[config.mk]
export PLATFORM = sky130hd
export DESIGN_NAME = axi_rd_arbiter_flat
export DESIGN_NICKNAME = d
export VERILOG_FILES = /design/src/rtl/struct_list.sv /design/src/rtl/axi_rd_arbiter_if.sv /design/src/rtl/axi_rd_arbiter_rr_arb2.sv /design/src/rtl/axi_rd_arbiter.sv /design/src/flat_wrapper.sv
export SDC_FILE = /design/constraint.sdc
export NUM_CORES = 1
export LEC_CHECK = 0
export BUFFER_PORTS_ARGS = -buffer_cell sky130_fd_sc_hd__buf_2
export CAP_MARGIN = 20
export CORE_AREA = 2 2 139 141
export CTS_BUF_LIST = sky130_fd_sc_hd__clkbuf_4 sky130_fd_sc_hd__clkbuf_8
export CTS_CLUSTER_DIAMETER = 200
export DETAILED_ROUTE_END_ITERATION = 6
export DIE_AREA = 0 0 141 143
export GPL_TIMING_DRIVEN = 0
export PLACE_DENSITY = 0.58
export SLEW_MARGIN = 20
export SYNTH_ARGS = -nofsm -noshare
export SYNTH_HDL_FRONTEND = slang
export SYNTH_SLANG_ARGS = --single-unit
[constraint.sdc]
create_clock -name clk_i -period 4.7 [get_ports clk_i]
set_clock_uncertainty 0.05 [all_clocks]
set_input_delay 0.47 -clock clk_i [delete_from_list [all_inputs] [get_ports clk_i]]
set_output_delay 0.47 -clock clk_i [all_outputs]
set_load 0.005 [all_outputs]
[src/rtl/struct_list.sv]
// Shared AXI read-channel structs and constants for the DDR read/write masters
// and the read arbiter.
package struct_list;

  localparam logic HI = 1'b1;
  localparam logic LO = 1'b0;

  localparam int RID_W      = 1;
  localparam int RD_REQ_NUM = 2;

  typedef struct packed {
    logic [RID_W-1:0] id;
    logic [31:0]      addr;
    logic [7:0]       len;
    logic [2:0]       size;
    logic [1:0]       burst;
    logic             valid;
  } AXI_AR;

  typedef struct packed {
    logic [63:0] data;
    logic [1:0]  resp;
    logic        last;
    logic        valid;
  } AXI_R;

endpackage

[src/rtl/axi_rd_arbiter_if.sv]
// One AXI read port (AR + R channels) as seen between a read client and the
// DDR side; the R id travels separately because only the master side has one.
interface axi_rd_arbiter_if;
  import struct_list::*;

  AXI_AR ar;
  logic  arready;
  AXI_R  r;
  logic  rready;

  modport master (output ar, output rready, input arready, input r);
  modport slave  (input ar, input rready, output arready, output r);

endinterface

[src/rtl/axi_rd_arbiter_rr_arb2.sv]
// Two-way round-robin grant: on contention the requester named by ptr wins,
// otherwise the single requester wins. Purely combinational.
module rr_arb2 (
  input  logic [1:0] req,
  input  logic       ptr,
  output logic [1:0] gnt,
  output logic       gnt_idx
);

  always_comb begin
    // NOTE: every output gets a default first so no path can infer a latch.
    gnt_idx = req[1];
    gnt     = 2'b00;
    if (&req) gnt_idx = ptr;
    if (|req) gnt[gnt_idx] = 1'b1;
  end

endmodule

[src/rtl/axi_rd_arbiter.sv]
// Shares one DDR AXI read master between the HDMI line fetch (req 0) and the
// filter/aux reader (req 1), with per-requester outstanding-burst limits.
module axi_rd_arbiter
  import struct_list::*;
#(
  parameter int MAX_OUT = 2,
  parameter int CNT_W   = 2
) (
  input  logic             clk_i,
  input  logic             rst_n,
  axi_rd_arbiter_if.slave  s0,
  axi_rd_arbiter_if.slave  s1,
  axi_rd_arbiter_if.master m,
  input  logic [RID_W-1:0] m_rid,
  output logic             busy,
  output logic             rr_ptr
);

  localparam logic [0:0]       IDLE    = 1'b0;
  localparam logic [0:0]       ISSUE   = 1'b1;
  localparam logic [CNT_W-1:0] CNT_MAX = CNT_W'(MAX_OUT);

  logic [0:0]       state;
  logic             grant;
  AXI_AR            ar_q;
  AXI_AR            ar_next;
  logic [CNT_W-1:0] out_cnt [RD_REQ_NUM];

  logic [1:0] elig;
  logic [1:0] gnt;
  logic       gnt_idx;
  logic       ar_hs;
  logic       r_last_hs;
  logic [1:0] inc;
  logic [1:0] dec;

  assign elig[0] = s0.ar.valid && (out_cnt[0] < CNT_MAX);
  assign elig[1] = s1.ar.valid && (out_cnt[1] < CNT_MAX);

  rr_arb2 u_arb (
    .req     (elig),
    .ptr     (rr_ptr),
    .gnt     (gnt),
    .gnt_idx (gnt_idx)
  );

  // The winner's request is re-tagged with its own index so R beats can be
  // steered back by rid.
  always_comb begin
    ar_next       = gnt[0] ? s0.ar : s1.ar;
    ar_next.id    = RID_W'(gnt_idx);
    ar_next.valid = HI;
  end

  assign ar_hs     = (state == ISSUE) && m.arready && ar_q.valid;
  assign r_last_hs = m.r.valid && m.rready && m.r.last;

  always_comb begin
    for (int k = 0; k < RD_REQ_NUM; k++) begin
      inc[k] = ar_hs && (grant == 1'(k)) && (out_cnt[k] < CNT_MAX);
      dec[k] = r_last_hs && (m_rid == RID_W'(k)) && (out_cnt[k] != '0);
    end
  end

  always_ff @(posedge clk_i) begin
    // NOTE: sequential state is written with <= only, so every block sees the
    // pre-edge values regardless of evaluation order.
    if (!rst_n) begin
      state  <= IDLE;
      grant  <= 1'b0;
      ar_q   <= '0;
      rr_ptr <= 1'b0;
    end else begin
      case (state)
        IDLE: begin
          if (|gnt) begin
            ar_q  <= ar_next;
            grant <= gnt_idx;
            state <= ISSUE;
          end
        end
        ISSUE: begin
          if (ar_hs) begin
            ar_q.valid <= LO;
            rr_ptr     <= ~grant;
            state      <= IDLE;
          end
        end
        default: state <= IDLE;
      endcase
    end
  end

  // A grant and a completion on the same counter in one cycle cancel out.
  always_ff @(posedge clk_i) begin
    // NOTE: out_cnt is a handful of flops, not a RAM, so it is reset directly.
    if (!rst_n) begin
      for (int k = 0; k < RD_REQ_NUM; k++) out_cnt[k] <= '0;
    end else begin
      for (int k = 0; k < RD_REQ_NUM; k++) begin
        case ({inc[k], dec[k]})
          2'b10:   out_cnt[k] <= out_cnt[k] + CNT_W'(1);
          2'b01:   out_cnt[k] <= out_cnt[k] - CNT_W'(1);
          default: out_cnt[k] <= out_cnt[k];
        endcase
      end
    end
  end

  assign m.ar       = ar_q;
  assign s0.arready = (state == ISSUE) && (grant == 1'b0) && m.arready;
  assign s1.arready = (state == ISSUE) && (grant == 1'b1) && m.arready;

  assign m.rready = m_rid[0] ? s1.rready : s0.rready;

  always_comb begin
    s0.r       = m.r;
    s0.r.valid = m.r.valid && (m_rid == RID_W'(0));
  end

  always_comb begin
    s1.r       = m.r;
    s1.r.valid = m.r.valid && (m_rid == RID_W'(1));
  end

  assign busy = (state == ISSUE) || (out_cnt[0] != '0) || (out_cnt[1] != '0);

  // A last beat for a requester with nothing outstanding is dropped above;
  // outside of reset recovery it points at an interconnect bug.
  a_no_underflow: assert property (
    @(posedge clk_i) disable iff (!rst_n) !(r_last_hs && (out_cnt[m_rid] == '0))
  ) else $error("out_cnt underflow on rid %0d", m_rid);

endmodule

[src/flat_wrapper.sv]
// flat-port wrapper written by rule: the top's interface ports become plain ports
module axi_rd_arbiter_flat import struct_list::*;
#(
  parameter int MAX_OUT = 2,
  parameter int CNT_W   = 2
)
  (clk_i, rst_n, m_rid, busy, rr_ptr, s0_ar, s0_rready, s0_arready, s0_r, s1_ar, s1_rready, s1_arready, s1_r, m_ar, m_rready, m_arready, m_r);
  axi_rd_arbiter_if s0_i ();
  axi_rd_arbiter_if s1_i ();
  axi_rd_arbiter_if m_i ();
  input  logic clk_i;
  input  logic rst_n;
  input  logic [RID_W-1:0] m_rid;
  output logic busy;
  output logic rr_ptr;
  input wire logic [$bits(s0_i.ar)-1:0] s0_ar;
  input wire logic [$bits(s0_i.rready)-1:0] s0_rready;
  output wire logic [$bits(s0_i.arready)-1:0] s0_arready;
  output wire logic [$bits(s0_i.r)-1:0] s0_r;
  input wire logic [$bits(s1_i.ar)-1:0] s1_ar;
  input wire logic [$bits(s1_i.rready)-1:0] s1_rready;
  output wire logic [$bits(s1_i.arready)-1:0] s1_arready;
  output wire logic [$bits(s1_i.r)-1:0] s1_r;
  output wire logic [$bits(m_i.ar)-1:0] m_ar;
  output wire logic [$bits(m_i.rready)-1:0] m_rready;
  input wire logic [$bits(m_i.arready)-1:0] m_arready;
  input wire logic [$bits(m_i.r)-1:0] m_r;
  assign s0_i.ar = s0_ar;
  assign s0_i.rready = s0_rready;
  assign s0_arready = s0_i.arready;
  assign s0_r = s0_i.r;
  assign s1_i.ar = s1_ar;
  assign s1_i.rready = s1_rready;
  assign s1_arready = s1_i.arready;
  assign s1_r = s1_i.r;
  assign m_ar = m_i.ar;
  assign m_rready = m_i.rready;
  assign m_i.arready = m_arready;
  assign m_i.r = m_r;
  axi_rd_arbiter #(.MAX_OUT(MAX_OUT), .CNT_W(CNT_W)) u_core (.clk_i(clk_i), .rst_n(rst_n), .s0(s0_i), .s1(s1_i), .m(m_i), .m_rid(m_rid), .busy(busy), .rr_ptr(rr_ptr));
endmodule
# [Yosys cells after proc, flatten, opt, wreduce, memory -nomap -nowiden]
# Memory sizes are Yosys's and may differ from the RTL's.
# Index checks and enable logic that the tools add are counted.
[word_totals] regBits=49 latchBits=0 ram_bits=4 rom_bits=0 in_bits=168 output_inout_bits=188 wordCells=102 mem_count=1
[mem_list] name="u_core.out_cnt" words=2 width=2 read_ports=2 rd_ports_with_merged_regs=0 wr=2 line="axi_rd_arbiter.sv:27" rtl="logic [CNT_W-1:0] out_cnt [RD_REQ_NUM];"
[classes] addsub=4 n_mul=0 n_div=0 n_lt_le_gt_ge=4 eq_ne=6 shifts=0 n_mux=37 n_bitwise=9 n_reduce_logical=33
[ops] cell="46-bit 2-to-1 mux" n=1
[ops] cell="1-bit 2-to-1 mux" n=26
[ops] cell="1-bit logical AND" n=21
[ops] cell="2-bit 2-to-1 mux" n=7
[ops] cell="2-bit AND reduction" n=4
[ops] cell="2-bit OR reduction" n=4
[ops] cell="1-bit bitwise OR" n=6
[ops] cell="2-bit by 1-bit adder with 2-bit output (second input constant)" n=2
[ops] cell="2-bit by 1-bit equality test with 1-bit output (second input constant)" n=2
[ops] cell="2-bit equality test (second input constant)" n=2
[ops] cell="2-bit < comparator (second input constant)" n=2
[ops] cell="1-bit one-hot mux with 2 select lines" n=2
[ops] cell="2-bit nonzero test" n=2
[ops] cell="2-bit by 1-bit subtractor with 2-bit output (second input constant)" n=2
[ops] cell="1-bit NOT" n=3
[ops] cell="1-bit logical OR" n=2
[ops] cell="1-bit by 2-bit < comparator with 1-bit output (second input constant)" n=1
[ops] cell="2-bit by 1-bit inequality test with 1-bit output (second input constant)" n=1
[ops] cell="2-bit inequality test (second input constant)" n=1
[ops] cell="1-bit demux with 1-bit select" n=1
[ops] cell="1-bit >= comparator (second input constant)" n=1

# [Depth between registers and ports, before layout]
# Gate-level depths: netlist of the first run.
# An unclocked memory read counts as a cell.
[depth] ltp_word=13 ltp_mapped=8 mapped_depth_nobuf=8

# [Hierarchy]
# Synthesis of the first run repeated with hierarchy kept, for this count alone.
[unflattened] cells_unflattened=402 hier_area_um2=3867.5
[modules_own_cells] mod="axi_rd_arbiter" instances=1 cells_each=398 area_each_um2=3841.2 seq_area_each_um2=1101.1
[modules_own_cells] mod="rr_arb2" instances=1 cells_each=4 area_each_um2=26.3 seq_area_each_um2=0.0

# [Least setup slack after synthesis of the first run]
# Ideal clock, no wire load.
[synth_timing] path_kind="in2reg" from="in m_rid" to="mem u_core.out_cnt[1][1], data pin" setup_ns=0.275 arrival_ns=1.839 required_time_ns=4.375 slack_ns=2.536 path_stages=5 path_buffers=0 cell_sequence="nand2b_1 -> or3_1 -> ha_1 -> o41ai_1 -> o22ai_1"
[synth_rtl] element="from (decl)" line="flat_wrapper.sv:13" rtl="input logic [RID_W-1:0] m_rid;"
[synth_rtl] element="to (decl)" line="axi_rd_arbiter.sv:27"

==> results.txt, run 1 <==
- Dominant register cell in the synthesized netlist: sky130_fd_sc_hd__dfxtp_1
- P&R area growth vs syn: 50.2%
- For this design the static power due to leakage is 2.83 nW.
* HP Class: input pin to flip-flop
- Clock Root Buffer: sky130_fd_sc_hd__clkbuf_8
* Power density over the cells: 228 nW/µm²
- Yosys instantiated no cell more often than sky130_fd_sc_hd__buf_4.
- Terminus of the critical flop-to-flop path: u_core.out_cnt[1][1]
* Multi-input combinational cell area: 1410 µm²
* Hold WS: 0.363 ns
- The hold violation total from the final report was 0.
- Slack of the worst reg-to-reg path: 2.40 ns
- Top cell type by total area after synthesis: sky130_fd_sc_hd__buf_4
- Setup violations remaining at the end of the flow were counted as 0.
- The critical path is of the flip-flop to flip-flop type.
- The first detailed-routing pass ran for 6 iterations.
- For this block, the routed nets add up to 14900 µm of wire.
- In this run, post-CTS hold repair placed 0 buffers.
- In this run the count of I/O pins placed on the die edge is 356.
- The post-route netlist has 63.2% of its cells at a drive strength greater than 1.
- Hold path startpoint: s1_ar[21]
- Number of different library cells in the post-synthesis netlist: 34
- Number of nets still failing antenna checks after routing: 0
- By count the netlist is led by sky130_fd_sc_hd__buf_4, sky130_fd_sc_hd__dfxtp_1, sky130_fd_sc_hd__o2bb2ai_1, sky130_fd_sc_hd__o22ai_1, sky130_fd_sc_hd__o221ai_1.
* Average cell area after synthesis: 8.97 µm²
* Ranking of synthesized cells by area: sky130_fd_sc_hd__buf_4, sky130_fd_sc_hd__dfxtp_1, sky130_fd_sc_hd__o2bb2ai_1
- VDD IR-drop max: 116 µV
- Combined global-route utilization of all metal layers: 13.4%
- Number of clock sinks: 53
* Synth top area share: 28.8%
- Via density: 4.30
- Count of yosys warnings during synthesis: 0
* Number of synthesized register bits: 53
* Post-CTS setup repair buffer count: 0
- In this run the cell area of the synthesized design comes to 3700 µm².
- Summing the sequential cell areas from Yosys gives 29.8% of the chip area.
* Global placement routability congestion: 0.745
- Clock H-tree levels: 2
- In this run the worst path has a maximum fanout of 5.
* Total via count after detailed routing: 4059
- In the final timing run, aggregate negative setup slack is 0 ns.
- Number of global-route vias before repair: 3749
- Yosys mapped a number of flops with a built-in enable equal to 4.
* Kind of start point of the critical path: flip-flop
- Synthesized net count: 585
* Clock latency reported for the late side of the worst-skew pair: 0.33 ns
- Subtracting the final worst setup slack from the clock period gives 2.30 ns.
- Number of CTS-inserted buffers: 5
* Count of routing violations after the opening detailed-route iteration: 86
- Total congestion overflow: 0
* Deepest clock path buffer count: 2
- Data on the critical path arrives at its endpoint at 2.32 ns.
- TritonCTS built the clock tree.
* Hold EP: u_core.m.ar[21]
- For this run, design rule violations remaining after detail routing come to 0.
- Result of the run: finished, final reports clean
* DIE AREA: 20200 µm²
- # resized after CTS: 0
* Y dimension of the die: 143 µm
- Worst hold stages: 3
- The final-report max-slew violation count is 0.
- For the pin with the worst max-slew slack, the measured transition is 0.560 ns.
- Achievable clock frequency: 0.435 GHz
- Clock-pin slew was measured on the worst setup and hold paths at 0.11 ns.
- The worst setup path is captured at a flip-flop.
- Total core area: 18600 µm²
- Fill cells in the final layout number 2038.
* Final cycle utilization of the critical path: 48.9%
* Floorplan die width: 141 µm
- Wirelength per Cell: 15.8 µm
- End-of-flow core utilization: 29.9%
- Setup repair after global routing left no endpoint under its margin.
* Placed wire-length estimate: 12100 µm
* Initial antenna violation count: 1
- Headroom to the max-slew limit came out at 62.7%.
* Final nets: 879
* Cells after synthesis: 412
- Reg-to-Reg Start: u_core.state
* Global-route wire length before repair: 20600 µm
* Data required, critical path: 4.72 ns
* Count of buffers from port buffering: 287
* Site Rows: 50
- Cells on worst reg2reg path: 6
- Counting flops with an async set or reset pin after synthesis yields a share of 0%.
* Initial core utilization: 19.9%
- Pin count of the biggest net entering global routing: 17
* Number of max-cap violations: 0
* FF/Latch Area: 1100 µm²
==> per-stage QoR <==
stage                     area [µm²]  power, W  std cells  setup WS (ns)
after floorplan                 3700  0.000740        412           2.54
after global placement          5430  0.000932        933           2.21
after detailed placement        5430  0.000934        933           2.23
after CTS                       5550   0.00129        941           2.36
after global routing            5550   0.00134        941           2.16
final                           5550   0.00126        943           2.40
==> layer usage <==
metal / wire length (µm) / up-vias / GRT usage [%]
li1: - / 2001 / -
met1: 5790 / 1818 / 15.4
met2: 7480 / 227 / 23.8
met3: 1420 / 13 / 4.53
met4: 201 / 0 / 3.53
met5: 0 / - / 0
==> critical path, cell delays in order (launching register included) <==
cell,delay (ns)
sky130_fd_sc_hd__dfxtp_1,0.43
sky130_fd_sc_hd__nand3_1,0.22
sky130_fd_sc_hd__or3_1,0.38
sky130_fd_sc_hd__inv_1,0.07
sky130_fd_sc_hd__ha_1,0.23
sky130_fd_sc_hd__o41ai_1,0.50
sky130_fd_sc_hd__o22ai_1,0.17
==> registers in the layout, indices dropped and copies added, names as in the netlist <==
signal	cells
u_core.grant	1
u_core.m.ar	46
u_core.out_cnt	4
u_core.rr_ptr	1
u_core.state	1
==> cell families (layout without fill, tap and decap cells) <==
group | after synthesis | after routing | share of synthesized area (%)
buffers and inverters | 171 | 466 | 32.2
AO/OA/AOI/OAI | 145 | 145 | 30.6
flip-flops | 53 | 53 | 29.8
AND/OR/NAND/NOR | 36 | 36 | 5.25
adder cells (fa/ha/maj) | 5 | 5 | 1.69
XOR/XNOR | 2 | 2 | 0.474
other | 0 | 2 | 0
==> area by class of cell <==
cell class / count / area share, %
diodes: 2 / 0.0902
plain buffers: 164 / 21.0
clock buffers: 6 / 1.49
clock inverters: 2 / 0.676
inverters: 7 / 0.473
multi-input cells: 188 / 25.3
flip-flops and latches: 53 / 19.8
well taps: 234 / 5.27
repair buffers: 287 / 25.9
==> where the power goes <==
part	switching (W)	total (W)	internal [W]
clock network	0.000172	0.000345	0.000174
logic	0.000180	0.000404	0.000224
registers	0.0000233	0.000516	0.000492
total	0.000375	0.00126	0.000889
==> worst max-delay path by stage <==
stage / endpoint / cells after the start / startpoint
2_1_floorplan: u_core.out_cnt[1][1] / 5 / m_rid
3_3_place_gp: u_core.out_cnt[1][1] / 6 / m_rid
6_report: u_core.out_cnt[1][1] / 6 / u_core.state
5_1_grt: u_core.out_cnt[1][1] / 6 / u_core.state
4_1_cts: u_core.out_cnt[1][1] / 6 / u_core.state
3_5_place_dp: u_core.out_cnt[1][1] / 6 / m_rid
==> placed cells by master, fill, tap and decap left out, types with 3 or more instances in the layout <==
cell type and count:
sky130_fd_sc_hd__buf_2 294, sky130_fd_sc_hd__buf_4 142, sky130_fd_sc_hd__dfxtp_1 49, sky130_fd_sc_hd__o2bb2ai_1 44, sky130_fd_sc_hd__o22ai_1 41, sky130_fd_sc_hd__o221ai_1 40
sky130_fd_sc_hd__clkbuf_1 14, sky130_fd_sc_hd__nand2_1 8, sky130_fd_sc_hd__o21ai_0 8, sky130_fd_sc_hd__inv_1 7, sky130_fd_sc_hd__nor2_1 7, sky130_fd_sc_hd__clkbuf_8 6
sky130_fd_sc_hd__nor2b_1 5, sky130_fd_sc_hd__a21o_1 5, sky130_fd_sc_hd__ha_1 5, sky130_fd_sc_hd__and2_1 4, sky130_fd_sc_hd__edfxtp_1 4, sky130_fd_sc_hd__or3_1 3
Note: power is estimated with default switching activity, not from simulation.
==> run 2: changes to the inputs <==
- ABC_AREA: default -> 1
- CORE_AREA: 2 2 139 141 -> 2 2 138 140
- DIE_AREA: 0 0 141 143 -> 0 0 140 142
- PLACE_DENSITY: 0.58 -> 0.65
- clock period: 4.7 -> 2.1 ns (I/O delays scaled with it)
==> results.txt, run 2 <==
- HP Class: input pin to flip-flop (unchanged)
- I/O pins: 356 (unchanged)
* Headroom to the max-slew limit: 60.2% (was 62.7%)
* Sequential share of the synthesized area: 24.9% (was 29.8%)
* Async set-or-reset flop fraction in the synthesized netlist: 0% (unchanged)
- Most frequent cells in the layout: sky130_fd_sc_hd__buf_2, sky130_fd_sc_hd__nand2_1, sky130_fd_sc_hd__inv_1 (was sky130_fd_sc_hd__buf_2, sky130_fd_sc_hd__buf_4, sky130_fd_sc_hd__dfxtp_1)
* Cell leakage power: 3.99 nW (was 2.83 nW)
* Violated checks: DRC
- Top cell type by total area after synthesis: sky130_fd_sc_hd__buf_4 (unchanged)
- Cells after synthesis: 688 (was 412)
- The type of the worst setup path is flip-flop to flip-flop (unchanged).
- The weighted congestion reported at the end of routability-driven placement was 0.795 (was 0.745).
- Number of global-route vias before repair: 3892 (was 3749)
* Commonest non-fill, non-tap cell in the layout: sky130_fd_sc_hd__buf_2 (unchanged)
- The final worst-path cycle share is 91.4% (was 48.9%).
- The first-pass GRT wire length was 19800 µm (was 20600 µm).
* Result of the run: finished, violations left (was finished, final reports clean)
- Achievable clock frequency: 0.521 GHz (was 0.435 GHz)
- The maximum ir drop on the vdd rail was 226 µV (was 116 µV).
* Clock H-tree levels: 2 (unchanged)
- Kind of start point of the critical path: flip-flop (unchanged)
- The die width came to 140 µm (was 141 µm).
* Wirelength per Cell: 11.0 µm (was 15.8 µm)
- Number of nets still failing antenna checks after routing: 0 (unchanged)
* Site Rows: 50 (unchanged)
- The count of vias placed by the detailed router came to 4492 (was 4059).
- Post-layout total power: 0.00302 W (was 0.00126 W)
- The main flop type after synthesis is sky130_fd_sc_hd__dfxtp_1 (unchanged).
- Data required, critical path: 2.05 ns (was 4.72 ns)
* Final number of max-transition violations: 0 (unchanged)
- The switching power total was 0.00104 W (was 0.000375 W).
- The count of flip-flops with a built-in enable after synthesis is 4 (unchanged).
- Clock period minus worst slack: 1.92 ns (was 2.30 ns)
- Placed wire-length estimate: 11100 µm (was 12100 µm)
* Power share of the clock group: 20.3% (was 27.3%)
* Internal power consumption: 0.00197 W (was 0.000889 W)
- The number of search-and-repair iterations in the first detailed-routing pass was 7 (was 6).
- Clock latency reported for the late side of the worst-skew pair: 0.32 ns (was 0.33 ns)
- The total clock buffers created by CTS is 5 (unchanged).
- The endpoint kind of the worst setup timing path was a flip-flop (unchanged).
- Part of the power in combinational logic: 40.3% (was 31.9%)
* Count of routing violations after the opening detailed-route iteration: 126 (was 86)
* Filler Cell Count: 2034 (was 2038)
* Fraction of layout instances using a drive strength above 1: 51.7% (was 63.2%)
- The root buffer cell was sky130_fd_sc_hd__clkbuf_8 (unchanged).
- Total congestion overflow: 0 (unchanged)
- Synth Cell Area: 4420 µm² (was 3700 µm²)
- Commonest cells post-synth: sky130_fd_sc_hd__nand2_1, sky130_fd_sc_hd__inv_1, sky130_fd_sc_hd__buf_4, sky130_fd_sc_hd__dfxtp_1, sky130_fd_sc_hd__a21oi_2 (was sky130_fd_sc_hd__buf_4, sky130_fd_sc_hd__dfxtp_1, sky130_fd_sc_hd__o2bb2ai_1, sky130_fd_sc_hd__o22ai_1, sky130_fd_sc_hd__o221ai_1)
* Sum of routed wire length over all layers: 13400 µm (was 14900 µm)
- The number of antenna violations at the first check in global routing came to 0 (was 1).
- The signal arrival time at the worst endpoint is 1.87 ns (was 2.32 ns).
- Finish-stage setup viols: 0 (unchanged)
- Number of clock sinks: 53 (unchanged)
* Top-count cell post-synth: sky130_fd_sc_hd__nand2_1 (was sky130_fd_sc_hd__buf_4)
* P&R area growth vs syn: 41.1% (was 50.2%)
- Average cell area after synthesis: 6.43 µm² (was 8.97 µm²)
* Deepest clock path buffer count: 2 (unchanged)
* Number of max-cap violations: 0 (unchanged)
* Number of synthesized register bits: 53 (unchanged)
- The die area was 19900 µm² (was 20200 µm²).
- The number of flip-flops in the largest register was 46 (unchanged).
* Total core area: 18500 µm² (was 18600 µm²)
- Final number of hold-violating endpoints: 0 (unchanged)
- Sw Ratio: 34.6% (was 29.7%)
- Power density over the cells: 484 nW/µm² (was 228 nW/µm²)
- Ranking of synthesized cells by area: sky130_fd_sc_hd__buf_4, sky130_fd_sc_hd__dfxtp_1, sky130_fd_sc_hd__nand2_1 (was sky130_fd_sc_hd__buf_4, sky130_fd_sc_hd__dfxtp_1, sky130_fd_sc_hd__o2bb2ai_1)
* Number of different library cells in the post-synthesis netlist: 26 (was 34)
* Y dimension of the die: 142 µm (was 143 µm)
- Actual transition at the worst max-transition pin: 0.597 ns (was 0.560 ns)
- Clock-pin slew of the registers on the worst-case setup and hold paths: 0.11 ns (about the same)
* Initial core utilization: 24.0% (was 19.9%)
- Post-detailed-route DRC marker count: 16 (was 0)
- Count of yosys warnings during synthesis: 0 (unchanged)
- Setup repair after global routing missed its margin: false (unchanged).
- The number of antenna cells inserted was 0 (was 2).
* Sum of negative setup slack: 0 ns (unchanged)
- The average via count per standard cell was 3.69 (was 4.30).
- The sequential share of power is 39.5% (was 40.8%).
* Synth top area share: 23.6% (was 28.8%)
* CP Max Fanout: 2 (was 5)
* Final nets: 1154 (was 879)
* CTS tree: yes (unchanged)
- Combined global-route utilization of all metal layers: 12.8% (was 13.4%)
- Hold bufs inserted after CTS: 0 (unchanged)
- Pin count of the biggest net entering global routing: 17 (unchanged)
* Synthesized net count: 861 (was 585)
- Count of buffers from port buffering: 286 (was 287)
-- run 2: kinds of logic (layout without fill, tap and decap cells) --
| group | Yosys count | count (layout) | share of synthesized area (%) |
|---|---|---|---|
| AO/OA/AOI/OAI | 56 | 56 | 10.2 |
| XOR/XNOR | 1 | 1 | 0.198 |
| adder cells (fa/ha/maj) | 5 | 5 | 1.42 |
| buffers and inverters | 312 | 606 | 39.9 |
| flip-flops | 53 | 53 | 24.9 |
| AND/OR/NAND/NOR | 261 | 261 | 23.4 |
-- run 2: what timing repair did --
item	CTS	global route
resized for setup	0	1
setup buffers	0	0
endpoints found under the setup margin	0	4
hold endpoints to repair	0	0
-- run 2: critical path, cell delays in order, from the launching register on --
cell,delay [ns]
sky130_fd_sc_hd__edfxtp_1,0.38
sky130_fd_sc_hd__inv_2,0.05
sky130_fd_sc_hd__ha_1,0.21
sky130_fd_sc_hd__nor3_2,0.26
sky130_fd_sc_hd__inv_1,0.07
sky130_fd_sc_hd__ha_1,0.30
sky130_fd_sc_hd__o21ai_0,0.29
-- run 2: worst paths after layout --
check                                          start                    to  slack (ns)  cells past startpoint
worst max-delay path            u_core.out_cnt[1][1]  u_core.out_cnt[1][1]        0.18                      6
worst min-delay path                       s1_ar[25]       u_core.m.ar[25]        0.15                      5
worst min register to register        u_core.m.ar[0]        u_core.m.ar[0]        0.46                      2
worst max register to register  u_core.out_cnt[1][1]  u_core.out_cnt[1][1]        0.18                      6
-- run 2: layout make-up --
type	count	area (µm²)	area share, %
flip-flops and latches	53	1100	17.7
inverters	154	578	9.27
clock inverters	3	17.5	0.281
well taps	234	293	4.70
repair buffers	286	1430	23.0
plain buffers	158	1190	19.0
clock buffers	5	68.8	1.10
multi-input cells	323	1560	25.0
-- run 2: power groups by stage --
| stage | registers [W] | clock network, W | logic [W] |
|---|---|---|---|
| finish | 0.00119 | 0.000611 | 0.00121 |
| global route | 0.00121 | 0.000701 | 0.00137 |
| CTS | 0.00119 | 0.000656 | 0.00124 |
| detailed placement | 0.00122 | 0 | 0.00123 |
| global placement | 0.00121 | 0 | 0.00123 |
| floorplan | 0.00122 | 0 | 0.000747 |
-- run 2: per-stage QoR --
step / utilization [%] / setup slack (ns) / instances / hold WS, ns / area (µm²)
floorplan: - / 0.337 / 688 / 0.370 / 4420
global placement: 33.3 / 0.121 / 1208 / 0.436 / 6140
detailed placement: 33.3 / 0.0887 / 1208 / 0.435 / 6140
CTS: 33.8 / 0.0662 / 1216 / 0.124 / 6230
global route: 33.8 / 0.0693 / 1216 / 0.136 / 6240
finish: 33.8 / 0.181 / 1216 / 0.147 / 6240
-- run 2: metal layers --
| layer | global-route usage [%] | wire length (µm) | vias to the layer above |
|---|---|---|---|
| li1 | - | - | 2415 |
| met1 | 15.3 | 5370 | 1877 |
| met2 | 23.4 | 6840 | 194 |
| met3 | 3.03 | 1070 | 6 |
| met4 | 2.87 | 121 | 0 |
| met5 | 0 | 0 | - |
